==> config.mk <==
export PLATFORM = sky130hd
export DESIGN_NAME = synth_reg_write_arbiter_flat
export DESIGN_NICKNAME = d
export VERILOG_FILES = /design/src/rtl/synth_reg_write_arbiter_pkg.sv /design/src/rtl/synth_reg_write_arbiter_if.sv /design/src/rtl/synth_reg_write_arbiter_rr_arbiter_2.sv /design/src/rtl/synth_reg_write_arbiter.sv /design/src/flat_wrapper.sv
export SDC_FILE = /design/constraint.sdc
export NUM_CORES = 1
export LEC_CHECK = 0
export CAP_MARGIN = 0
export CORE_ASPECT_RATIO = 0.75
export CORE_UTILIZATION = 40
export CTS_BUF_LIST = sky130_fd_sc_hd__clkbuf_4 sky130_fd_sc_hd__clkbuf_8
export DETAILED_ROUTE_END_ITERATION = 8
export GPL_TIMING_DRIVEN = 0
export PLACE_DENSITY_LB_ADDON = 0.12
export SYNTH_ARGS = -nofsm -noshare
export SYNTH_HDL_FRONTEND = slang
export SYNTH_SLANG_ARGS = --single-unit
==> constraint.sdc <==
create_clock -name clk -period 1.7 [get_ports clk]
set_input_delay 0.34 -clock clk [delete_from_list [all_inputs] [get_ports clk]]
set_output_delay 0.34 -clock clk [all_outputs]
set_load 0.05 [all_outputs]
==> src/rtl/synth_reg_write_arbiter_pkg.sv <==
`default_nettype none
// ==== synth_reg_write_arbiter_pkg : synth register-port widths and write FSM states (rev 1.0) ====
package synth_reg_write_arbiter_pkg;

  localparam int SYN_ADDR_W = 4;
  localparam int SYN_DATA_W = 8;

  typedef enum logic [1:0] {
    ST_IDLE   = 2'd0,
    ST_SETUP  = 2'd1,
    ST_STROBE = 2'd2,
    ST_HOLD   = 2'd3
  } state_e;

  function automatic int max3(input int a, input int b, input int c);
    int m;
    m = (a > b) ? a : b;
    return (m > c) ? m : c;
  endfunction

endpackage
`default_nettype wire

==> src/rtl/synth_reg_write_arbiter_if.sv <==
`default_nettype none
// ==== synth_reg_write_arbiter_if : requester handshakes, synth write port, readback (rev 1.0) ====
interface synth_reg_write_arbiter_if;
  import synth_reg_write_arbiter_pkg::*;

  logic                  req0_valid_i;
  logic [SYN_ADDR_W-1:0] req0_addr_i;
  logic [SYN_DATA_W-1:0] req0_data_i;
  logic                  req0_ready_o;
  logic                  req1_valid_i;
  logic [SYN_ADDR_W-1:0] req1_addr_i;
  logic [SYN_DATA_W-1:0] req1_data_i;
  logic                  req1_ready_o;
  logic [SYN_ADDR_W-1:0] syn_addr_o;
  logic [SYN_DATA_W-1:0] syn_data_o;
  logic                  syn_strobe_o;
  logic                  busy_o;
  logic [SYN_ADDR_W-1:0] rd_addr_i;
  logic [SYN_DATA_W-1:0] rd_data_o;

  modport master (
    output req0_valid_i, req0_addr_i, req0_data_i,
    output req1_valid_i, req1_addr_i, req1_data_i,
    output rd_addr_i,
    input  req0_ready_o, req1_ready_o,
    input  syn_addr_o, syn_data_o, syn_strobe_o, busy_o, rd_data_o
  );

  modport slave (
    input  req0_valid_i, req0_addr_i, req0_data_i,
    input  req1_valid_i, req1_addr_i, req1_data_i,
    input  rd_addr_i,
    output req0_ready_o, req1_ready_o,
    output syn_addr_o, syn_data_o, syn_strobe_o, busy_o, rd_data_o
  );

endinterface
`default_nettype wire

==> src/rtl/synth_reg_write_arbiter_rr_arbiter_2.sv <==
`default_nettype none
// ==== rr_arbiter_2 : two-way round-robin grant, pointer moves past the winner (rev 1.0) ====
module rr_arbiter_2 (
  input  wire logic       clk,
  input  wire logic       rst_n,
  input  wire logic [1:0] valid_i,
  input  wire logic       advance_i,
  output logic      [1:0] grant_o
);

  // pref_q selects the tie winner: 0 -> requester 0, 1 -> requester 1
  logic pref_q;

  always_comb begin
    grant_o = 2'b00;
    case (valid_i)
      2'b01:   grant_o = 2'b01;
      2'b10:   grant_o = 2'b10;
      2'b11:   grant_o = pref_q ? 2'b10 : 2'b01;
      default: grant_o = 2'b00;
    endcase
  end

  always_ff @(posedge clk) begin
    if (!rst_n) begin
      pref_q <= 1'b0;
    end else if (advance_i) begin
      pref_q <= grant_o[0];
    end
  end

endmodule
`default_nettype wire

==> src/rtl/synth_reg_write_arbiter.sv <==
`default_nettype none
// ==== synth_reg_write_arbiter : round-robin sharing of the synth register-write port with fixed
// ==== setup/strobe/gap timing; optional shadow readback via SYNTH_SHADOW_REGS_EN (rev 1.0) ====
module synth_reg_write_arbiter
  import synth_reg_write_arbiter_pkg::*;
#(
  parameter int SETUP_CYCLES  = 1,
  parameter int STROBE_CYCLES = 1,
  parameter int GAP_CYCLES    = 8
) (
  input wire logic                 clk,
  input wire logic                 rst_n,
  synth_reg_write_arbiter_if.slave bus
);

  localparam int CNT_MAX = max3(SETUP_CYCLES, STROBE_CYCLES, GAP_CYCLES);
  localparam int CNT_W   = $clog2(CNT_MAX + 1);
  localparam logic [CNT_W-1:0] SETUP_LD  = CNT_W'((SETUP_CYCLES > 0) ? SETUP_CYCLES - 1 : 0);
  localparam logic [CNT_W-1:0] STROBE_LD = CNT_W'(STROBE_CYCLES - 1);
  localparam logic [CNT_W-1:0] GAP_LD    = CNT_W'((GAP_CYCLES > 0) ? GAP_CYCLES - 1 : 0);

  state_e                state_q, state_d;
  logic [CNT_W-1:0]      cnt_q, cnt_d;
  logic [SYN_ADDR_W-1:0] addr_q, addr_d;
  logic [SYN_DATA_W-1:0] data_q, data_d;
  logic                  strobe_q;

  logic [1:0] valid;
  logic [1:0] grant;
  logic [1:0] ready;
  logic       accept;
  logic       cnt_zero;

  assign valid  = {bus.req1_valid_i, bus.req0_valid_i};
  assign ready  = (rst_n && (state_q == ST_IDLE)) ? grant : 2'b00;
  assign accept = |(valid & ready);

  rr_arbiter_2 u_rr (
    .clk       (clk),
    .rst_n     (rst_n),
    .valid_i   (valid),
    .advance_i (accept),
    .grant_o   (grant)
  );

  assign cnt_zero = (cnt_q == '0);

  // Counter holds remaining cycles of the current state minus one; reloaded on every entry
  always_comb begin
    state_d = state_q;
    cnt_d   = cnt_q;
    addr_d  = addr_q;
    data_d  = data_q;
    case (state_q)
      ST_IDLE: begin
        if (accept) begin
          addr_d = grant[1] ? bus.req1_addr_i : bus.req0_addr_i;
          data_d = grant[1] ? bus.req1_data_i : bus.req0_data_i;
          if (SETUP_CYCLES > 0) begin
            state_d = ST_SETUP;
            cnt_d   = SETUP_LD;
          end else begin
            state_d = ST_STROBE;
            cnt_d   = STROBE_LD;
          end
        end
      end
      ST_SETUP: begin
        if (cnt_zero) begin
          state_d = ST_STROBE;
          cnt_d   = STROBE_LD;
        end else begin
          cnt_d = cnt_q - 1'b1;
        end
      end
      ST_STROBE: begin
        if (cnt_zero) begin
          if (GAP_CYCLES > 0) begin
            state_d = ST_HOLD;
            cnt_d   = GAP_LD;
          end else begin
            state_d = ST_IDLE;
          end
        end else begin
          cnt_d = cnt_q - 1'b1;
        end
      end
      ST_HOLD: begin
        if (cnt_zero) begin
          state_d = ST_IDLE;
        end else begin
          cnt_d = cnt_q - 1'b1;
        end
      end
      default: state_d = ST_IDLE;
    endcase
  end

  always_ff @(posedge clk) begin
    if (!rst_n) begin
      state_q  <= ST_IDLE;
      cnt_q    <= '0;
      addr_q   <= '0;
      data_q   <= '0;
      strobe_q <= 1'b0;
    end else begin
      state_q  <= state_d;
      cnt_q    <= cnt_d;
      addr_q   <= addr_d;
      data_q   <= data_d;
      strobe_q <= (state_d == ST_STROBE);
    end
  end

  assign bus.req0_ready_o = ready[0];
  assign bus.req1_ready_o = ready[1];
  assign bus.syn_addr_o   = addr_q;
  assign bus.syn_data_o   = data_q;
  assign bus.syn_strobe_o = strobe_q;
  assign bus.busy_o       = (state_q != ST_IDLE);

`ifdef SYNTH_SHADOW_REGS_EN
  logic [SYN_DATA_W-1:0] shadow_q [16];
  logic                  shadow_we;

  // Write once, at the end of the first strobe cycle
  assign shadow_we = (state_q == ST_STROBE) && (cnt_q == STROBE_LD);

  always_ff @(posedge clk) begin
    if (!rst_n) begin
      for (int i = 0; i < 16; i++) begin
        shadow_q[i] <= '0;
      end
    end else if (shadow_we) begin
      shadow_q[addr_q] <= data_q;
    end
  end

  assign bus.rd_data_o = shadow_q[bus.rd_addr_i];
`else
  logic unused_rd_addr;
  assign unused_rd_addr = ^bus.rd_addr_i;
  assign bus.rd_data_o  = '0;
`endif

endmodule
`default_nettype wire
==> src/flat_wrapper.sv <==
// flat-port wrapper written by rule: the top's interface ports become plain ports
module synth_reg_write_arbiter_flat import synth_reg_write_arbiter_pkg::*;
#(
  parameter int SETUP_CYCLES  = 1,
  parameter int STROBE_CYCLES = 1,
  parameter int GAP_CYCLES    = 8
)
  (clk, rst_n, bus_req0_valid_i, bus_req0_addr_i, bus_req0_data_i, bus_req1_valid_i, bus_req1_addr_i, bus_req1_data_i, bus_rd_addr_i, bus_req0_ready_o, bus_req1_ready_o, bus_syn_addr_o, bus_syn_data_o, bus_syn_strobe_o, bus_busy_o, bus_rd_data_o);
  synth_reg_write_arbiter_if bus_i ();
  input wire logic clk;
  input wire logic rst_n;
  input wire logic [$bits(bus_i.req0_valid_i)-1:0] bus_req0_valid_i;
  input wire logic [$bits(bus_i.req0_addr_i)-1:0] bus_req0_addr_i;
  input wire logic [$bits(bus_i.req0_data_i)-1:0] bus_req0_data_i;
  input wire logic [$bits(bus_i.req1_valid_i)-1:0] bus_req1_valid_i;
  input wire logic [$bits(bus_i.req1_addr_i)-1:0] bus_req1_addr_i;
  input wire logic [$bits(bus_i.req1_data_i)-1:0] bus_req1_data_i;
  input wire logic [$bits(bus_i.rd_addr_i)-1:0] bus_rd_addr_i;
  output wire logic [$bits(bus_i.req0_ready_o)-1:0] bus_req0_ready_o;
  output wire logic [$bits(bus_i.req1_ready_o)-1:0] bus_req1_ready_o;
  output wire logic [$bits(bus_i.syn_addr_o)-1:0] bus_syn_addr_o;
  output wire logic [$bits(bus_i.syn_data_o)-1:0] bus_syn_data_o;
  output wire logic [$bits(bus_i.syn_strobe_o)-1:0] bus_syn_strobe_o;
  output wire logic [$bits(bus_i.busy_o)-1:0] bus_busy_o;
  output wire logic [$bits(bus_i.rd_data_o)-1:0] bus_rd_data_o;
  assign bus_i.req0_valid_i = bus_req0_valid_i;
  assign bus_i.req0_addr_i = bus_req0_addr_i;
  assign bus_i.req0_data_i = bus_req0_data_i;
  assign bus_i.req1_valid_i = bus_req1_valid_i;
  assign bus_i.req1_addr_i = bus_req1_addr_i;
  assign bus_i.req1_data_i = bus_req1_data_i;
  assign bus_i.rd_addr_i = bus_rd_addr_i;
  assign bus_req0_ready_o = bus_i.req0_ready_o;
  assign bus_req1_ready_o = bus_i.req1_ready_o;
  assign bus_syn_addr_o = bus_i.syn_addr_o;
  assign bus_syn_data_o = bus_i.syn_data_o;
  assign bus_syn_strobe_o = bus_i.syn_strobe_o;
  assign bus_busy_o = bus_i.busy_o;
  assign bus_rd_data_o = bus_i.rd_data_o;
  synth_reg_write_arbiter #(.SETUP_CYCLES(SETUP_CYCLES), .STROBE_CYCLES(STROBE_CYCLES), .GAP_CYCLES(GAP_CYCLES)) u_core (.clk(clk), .rst_n(rst_n), .bus(bus_i));
endmodule
==> results of run 1 <==
-- metal layers --
layer,vias to the layer above,track usage (%),wire [um]
met5,-,0,0
met4,0,2.667,8
met3,2,6.461,202
met2,49,36.74,1340
met1,479,24.75,1257
li1,528,-,-
-- repair_timing --
| item | CTS | global route |
|---|---|---|
| gates resized for setup | 43 | 4 |
| pin swaps | 2 | 1 |
| hold endpoints to repair | 0 | 0 |
| setup endpoints to repair | 16 | 3 |
| setup buffers | 6 | 1 |
-- power by group --
group,internal (mW),switching [mW],total (mW)
sequential,0.632,0.120,0.752
clock,0.0825,0.138,0.220
combinational,0.576,0.933,1.51
total,1.29,1.19,2.48
-- worst max-delay path, stage by stage (launching register included) --
cell	delay (ns)
dfxtp_4	0.36
nor2_4	0.16
inv_1	0.13
clkdlybuf4s15_2	0.36
-- path summary, 6_finish.rpt --
check	startpoint	end	slack, ns	depth (start not counted)
max	u_core.state_q[1]	bus_busy_o	0.05	3
min	rst_n	u_core.bus.syn_data_o[3]	0.42	3
max reg2reg	u_core.cnt_q[0]	u_core.cnt_q[0]	0.13	5
min reg2reg	u_core.bus.syn_data_o[1]	u_core.bus.syn_data_o[1]	0.47	2
-- synthesized netlist by cell type (2+ instances only) --
cell type / n / area (sq um)
buf_4: 8 / 60.06
o21ai_0: 4 / 20.02
a21oi_1: 3 / 15.01
nand2_1: 5 / 18.77
dfxtp_1: 20 / 400.4
mux2i_1: 12 / 120.1
inv_1: 5 / 18.77
nor3_1: 3 / 15.01
o21ai_1: 11 / 55.05
nor2_1: 9 / 33.78
ha_1: 2 / 25.02
nand3_1: 13 / 65.06
o21a_1: 2 / 15.01
buf_2: 4 / 20.02
nor3b_1: 3 / 22.52
-- registers in the layout, summed over array words and instances, names as in the netlist --
name / cells
u_core.cnt_q: 4
u_core.u_rr.pref_q: 1
u_core.bus.syn_strobe_o: 1
u_core.state_q: 2
u_core.bus.syn_data_o: 8
u_core.bus.syn_addr_o: 4
-- cell type report --
cell class	instances	share of cell area, %
Multi-Input combinational cell	89	36.63
Timing Repair Buffer	50	27.95
Sequential cell	20	24.62
Buffer	12	5.740
Tap cell	34	2.568
Clock buffer	3	1.360
Inverter	5	1.133
-- kinds of logic (layout without fill, tap and decap cells) --
logic type	after synthesis	in the layout	share of synthesized area [%]
AND/OR/NAND/NOR	38	38	18.84
AO/OA/AOI/OAI	28	28	17.53
flip-flops	20	20	37.91
buffers and inverters	19	70	10.78
multiplexers	12	12	11.37
adder cells (fa/ha/maj)	2	2	2.369
other	1	8	0.3551
XOR/XNOR	1	1	0.8295
==> results.py, run 1 <==
metrics = {
    "run_status": {
        "status": "finished clean",
    },
    "clocking": {
        "cts_tree": "yes",
        "clk_path_buf_depth": 2,
        "cts_buffers": 3,
        "holdBufCountCts": 0,
        "clockRootBuffer": "clkbuf_4",
        "worstSkewPairLatency_ns": 0.29,
        "cts.sinks": 20,
        "path_clk_slew_ns": 0.11,
        "cts_max_level": 1,
    },
    "route": {
        "via_count": 1058,
        "drc": 0,
        "wirelength_mm": 2.809,
        "first_pass_iters": 7,
        "vias_per_cell": 4.967,
        "drtAntennaViolNets": 0,
        "first_iter_violations": 32,
        "wl_per_cell_um": 13.19,
    },
    "final_layout": {
        "fill_cells": 217,
        "drive_above_1_share_pct": 21.23,
        "syn_to_final_growth_pct": 56.87,
        "final_area_sq_um": 1657,
        "multi_input_area_sq_um": 606.8,
        "utilization_pct": 68.96,
        "seq_area_sq_um": 407.9,
        "diodes": 0,
        "final-instance-count-excl-fill": 213,
        "mostFrequentLayoutCell": "clkdlybuf4s50_1",
        "mostFrequentLayoutCells": "clkdlybuf4s50_1 (24), dfxtp_1 (18), buf_4 (15), dlygate4sd2_1 (15), nand3_1 (13)",
        "nets": 215,
    },
    "pwr": {
        "leakage_nw": 0.7865,
        "pwr_density_cell_nw_per_um2": 1498,
        "ir_worst_vdd_v": 0.0007975,
        "power.total_mw": 2.481,
    },
    "worst_setup_path": {
        "crit_type": "flop to primary output",
        "cp_data_required_time_ns": 1.36,
        "worstPathArrival_ns": 1.31,
        "startpoint_type": "flop",
        "critPathMaxFanout": 4,
        "end_kind": "primary output",
    },
    "global_routing": {
        "grt_pass1_wl_mm": 4.229,
        "overflow": 0,
        "first_global_vias": 999,
        "grt_max_degree": 11,
        "grtUsageTotal_pct": 20.49,
        "antenna_found_initial": 0,
    },
    "timing": {
        "finalHoldViolations": 0,
        "maxSlewHeadroom_pct": 66.32,
        "max_freq_ghz": 0.6075,
        "finalSetupViolations": 0,
        "fin_ws_ns": 0.05384,
        "slew_viol_final": 0,
        "fin_crit_sh_pct": 96.83,
        "fin_crit_ns": 1.646,
        "tns_ns": 0,
        "worst_pin_slew_ns": 0.5072,
        "clock_skew_ns": 0.003984,
        "rsz0062_at_grt": "no",
        "holdWs_ns": 0.4235,
    },
    "place": {
        "place_hpwl_mm": 2.059,
        "placed_area_sq_um": 1578,
        "portBuffers": 43,
        "placed_cells": 205,
        "pre_cts_ws_ns": -1.098,
        "gp_congestion": 0.8887,
    },
    "yosys": {
        "synth.distinct_cells": 32,
        "synth-edff-count": 0,
        "ys_dominant_reg_cell": "dfxtp_1",
        "syn_area_sq_um": 1056,
        "synthCells": 121,
        "synthArstFlopShare_pct": 0,
        "ys_seq_area_share_pct": 37.91,
        "yosysWarnings": 0,
        "ys_seq_elements": 20,
        "avgSynthCellArea_sq_um": 8.727,
    },
    "floorplanning": {
        "std_cell_rows": 15,
        "die_y_um": 46.50,
        "io_pins": 56,
        "fp.dieW_um": 61.33,
        "core_sq_um": 2402,
        "dieArea_sq_um": 2852,
        "start_util_pct": 43.96,
    },
    "flow_run": {
        "cap_violations": 0,
    },
    "min_path": {
        "min_path_type": "input pin to flop",
    },
}
Note: power is estimated with default switching activity, not from simulation.
==> run 2: changes to the inputs <==
CORE_MARGIN = 8   (was not set)
HOLD_SLACK_MARGIN = 0.03   (was not set)
==> results.py, run 2 (same netlist as run 1, synthesis figures left out) <==
metrics = {
    "floorplanning": {
        "core_sq_um": 2562,
        "std_cell_rows": 16,
        "fp.dieW_um": 75.33,
        "die_y_um": 60.50,
        "io_pins": 56,
        "start_util_pct": 41.21,
        "dieArea_sq_um": 4557,
    },
    "pwr": {
        "clockPowerShare_pct": 14.5,
        "power_frac_seq_pct": 28.1,
        "ir_worst_vdd_v": 0.0009591,
        "pwr_density_cell_nw_per_um2": 1567,
        "leakage_nw": 0.8064,
        "internal_power_mw": 1.455,
        "combPwrFrac_pct": 57.4,
        "switchingPower_mw": 1.207,
        "switching_share_pct": 45.35,
        "power.total_mw": 2.663,
    },
    "clocking": {
        "cts.sinks": 20,
        "worstSkewPairLatency_ns": 0.30,
        "holdBufCountCts": 0,
        "cts_max_level": 1,
        "clk_path_buf_depth": 2,
        "cts_buffers": 3,
        "clockRootBuffer": "clkbuf_4",
        "cts_tree": "yes",
        "path_clk_slew_ns": 0.11,
    },
    "final_layout": {
        "nets": 216,
        "mostFrequentLayoutCells": "clkdlybuf4s50_1 (24), dfxtp_1 (18), buf_4 (16)",
        "syn_to_final_growth_pct": 60.90,
        "mostFrequentLayoutCell": "clkdlybuf4s50_1",
        "drive_above_1_share_pct": 21.55,
        "final-instance-count-excl-fill": 217,
        "fill_cells": 233,
        "diodes": 0,
        "largest_reg_flops": 8,
    },
    "route": {
        "drc": 0,
        "first_pass_iters": 5,
        "first_iter_violations": 51,
        "vias_per_cell": 4.894,
        "drtAntennaViolNets": 0,
        "wirelength_mm": 3.027,
        "wl_per_cell_um": 13.95,
        "via_count": 1062,
    },
    "global_routing": {
        "antenna_found_initial": 0,
        "grtUsageTotal_pct": 13.63,
        "busiest_layer": "met2",
        "first_global_vias": 1035,
        "met2_usage_pct": 22.33,
        "overflow": 0,
        "grt_max_degree": 13,
        "met1_usage_pct": 15.13,
        "grt_pass1_wl_mm": 4.761,
        "met3_usage_pct": 6.601,
    },
    "timing": {
        "fin_crit_sh_pct": 96.98,
        "tns_ns": 0,
        "slew_viol_final": 0,
        "maxSlewHeadroom_pct": 65.80,
        "finalHoldViolations": 0,
        "fin_crit_ns": 1.649,
        "finalSetupViolations": 0,
        "clock_skew_ns": 0.001524,
        "max_freq_ghz": 0.6065,
        "worst_pin_slew_ns": 0.5150,
        "holdWs_ns": 0.4665,
    },
    "worst_setup_path": {
        "crit_type": "input pin to primary output",
        "worstPathArrival_ns": 1.31,
        "reg2reg_from": "u_core.cnt_q[0]",
        "slowest_delay_ns": 0.33,
        "startpoint_type": "input pin",
        "cp_data_required_time_ns": 1.36,
        "cp_cell_sequence": "dlygate4sd2_1 -> nand2_2 -> nand2_1 -> nor3_4 -> buf_6",
        "rr_endpoint": "u_core.cnt_q[0]",
        "reg2reg_slack_ns": 0.10,
        "r2r.worst_path.cells": 5,
        "cpMaxStageDelayCell": "dlygate4sd2_1",
        "crit_start": "bus_req1_valid_i",
        "critPathMaxFanout": 5,
        "critPathCapture": "bus_req0_ready_o",
        "end_kind": "primary output",
    },
    "min_path": {
        "min_path_type": "flop to flop",
        "min-delay-start": "u_core.bus.syn_data_o[4]",
    },
    "place": {
        "gp_congestion": 0.9207,
        "place_hpwl_mm": 2.317,
        "portBuffers": 43,
        "placed_cells": 207,
    },
    "flow_run": {
        "cap_violations": 0,
    },
    "run_status": {
        "status": "finished clean",
    },
}
-- run 2: changes by cell type in the layout (fill, tap and decap cells not counted) --
cell             delta
buf_8               +1
clkdlybuf4s15_1     +1
buf_6               -1
buf_4               +1
buf_2               +1
bufinv_16           +1
clkbuf_2            -1
clkdlybuf4s15_2     -1
-- run 2: worst min path at each step --
stage | end | slack (ns) | depth (start not counted)
2_1_floorplan | u_core.u_rr.pref_q | 0.50 | 2
6_report | u_core.bus.syn_data_o[4] | 0.47 | 2
3_3_place_gp | u_core.bus.syn_data_o[7] | 0.45 | 2
4_1_cts | u_core.bus.syn_addr_o[1] | 0.47 | 2
3_5_place_dp | u_core.bus.syn_addr_o[1] | 0.46 | 2
5_1_grt | u_core.bus.syn_data_o[2] | 0.49 | 2
-- run 2: power by group through the flow --
stage               clock, mW  sequential [mW]  combinational, mW
global placement            0            0.740               1.41
finish                  0.386            0.748               1.53
floorplan                   0             1.02              0.744
global route            0.420            0.768               1.64
detailed placement          0            0.752               1.43
CTS                     0.397            0.740               1.51
-- run 2: area by class of cell --
cell class                 count  area (sq um)  area share [%]
clock buffer                   3         22.52           1.325
sequential                    20         407.9           24.01
clock inverter                 1         30.03           1.767
timing repair buffer          51         473.0           27.84
buffer                        12         95.09           5.596
inverter                       5         18.77           1.105
multi-input combinational     89         606.8           35.71
tap                           36         45.04           2.651
-- run 2: metal layers --
layer  part of all wire [%]  up-vias
li1                       -      531
met5                      0        -
met4                    1.1        0
met2                     48       51
met1                     40      476
met3                     11        4
-- run 2: stage by stage --
| step | setup slack [ns] | area [sq um] | utilization [%] |
|---|---|---|---|
| floorplan | 0.01784 | 1105 | - |
| global placement | -1.101 | 1580 | 61.67 |
| detailed placement | -1.094 | 1580 | 61.67 |
| CTS | 0.01706 | 1700 | 66.36 |
| global route | -0.003858 | 1699 | 66.31 |
| finish | 0.05126 | 1699 | 66.31 |
-- run 2: worst max-delay path: cells and delay by family --
family | cells | cell delay (ns)
buffers and inverters | 2 | 0.51
and+or+nand+nor | 3 | 0.46
-- run 2: repair_timing --
| action | CTS | global route |
|---|---|---|
| pin swaps | 2 | 1 |
| setup endpoints to repair | 16 | 5 |
| setup buffers | 7 | 1 |
| resized for setup | 44 | 5 |
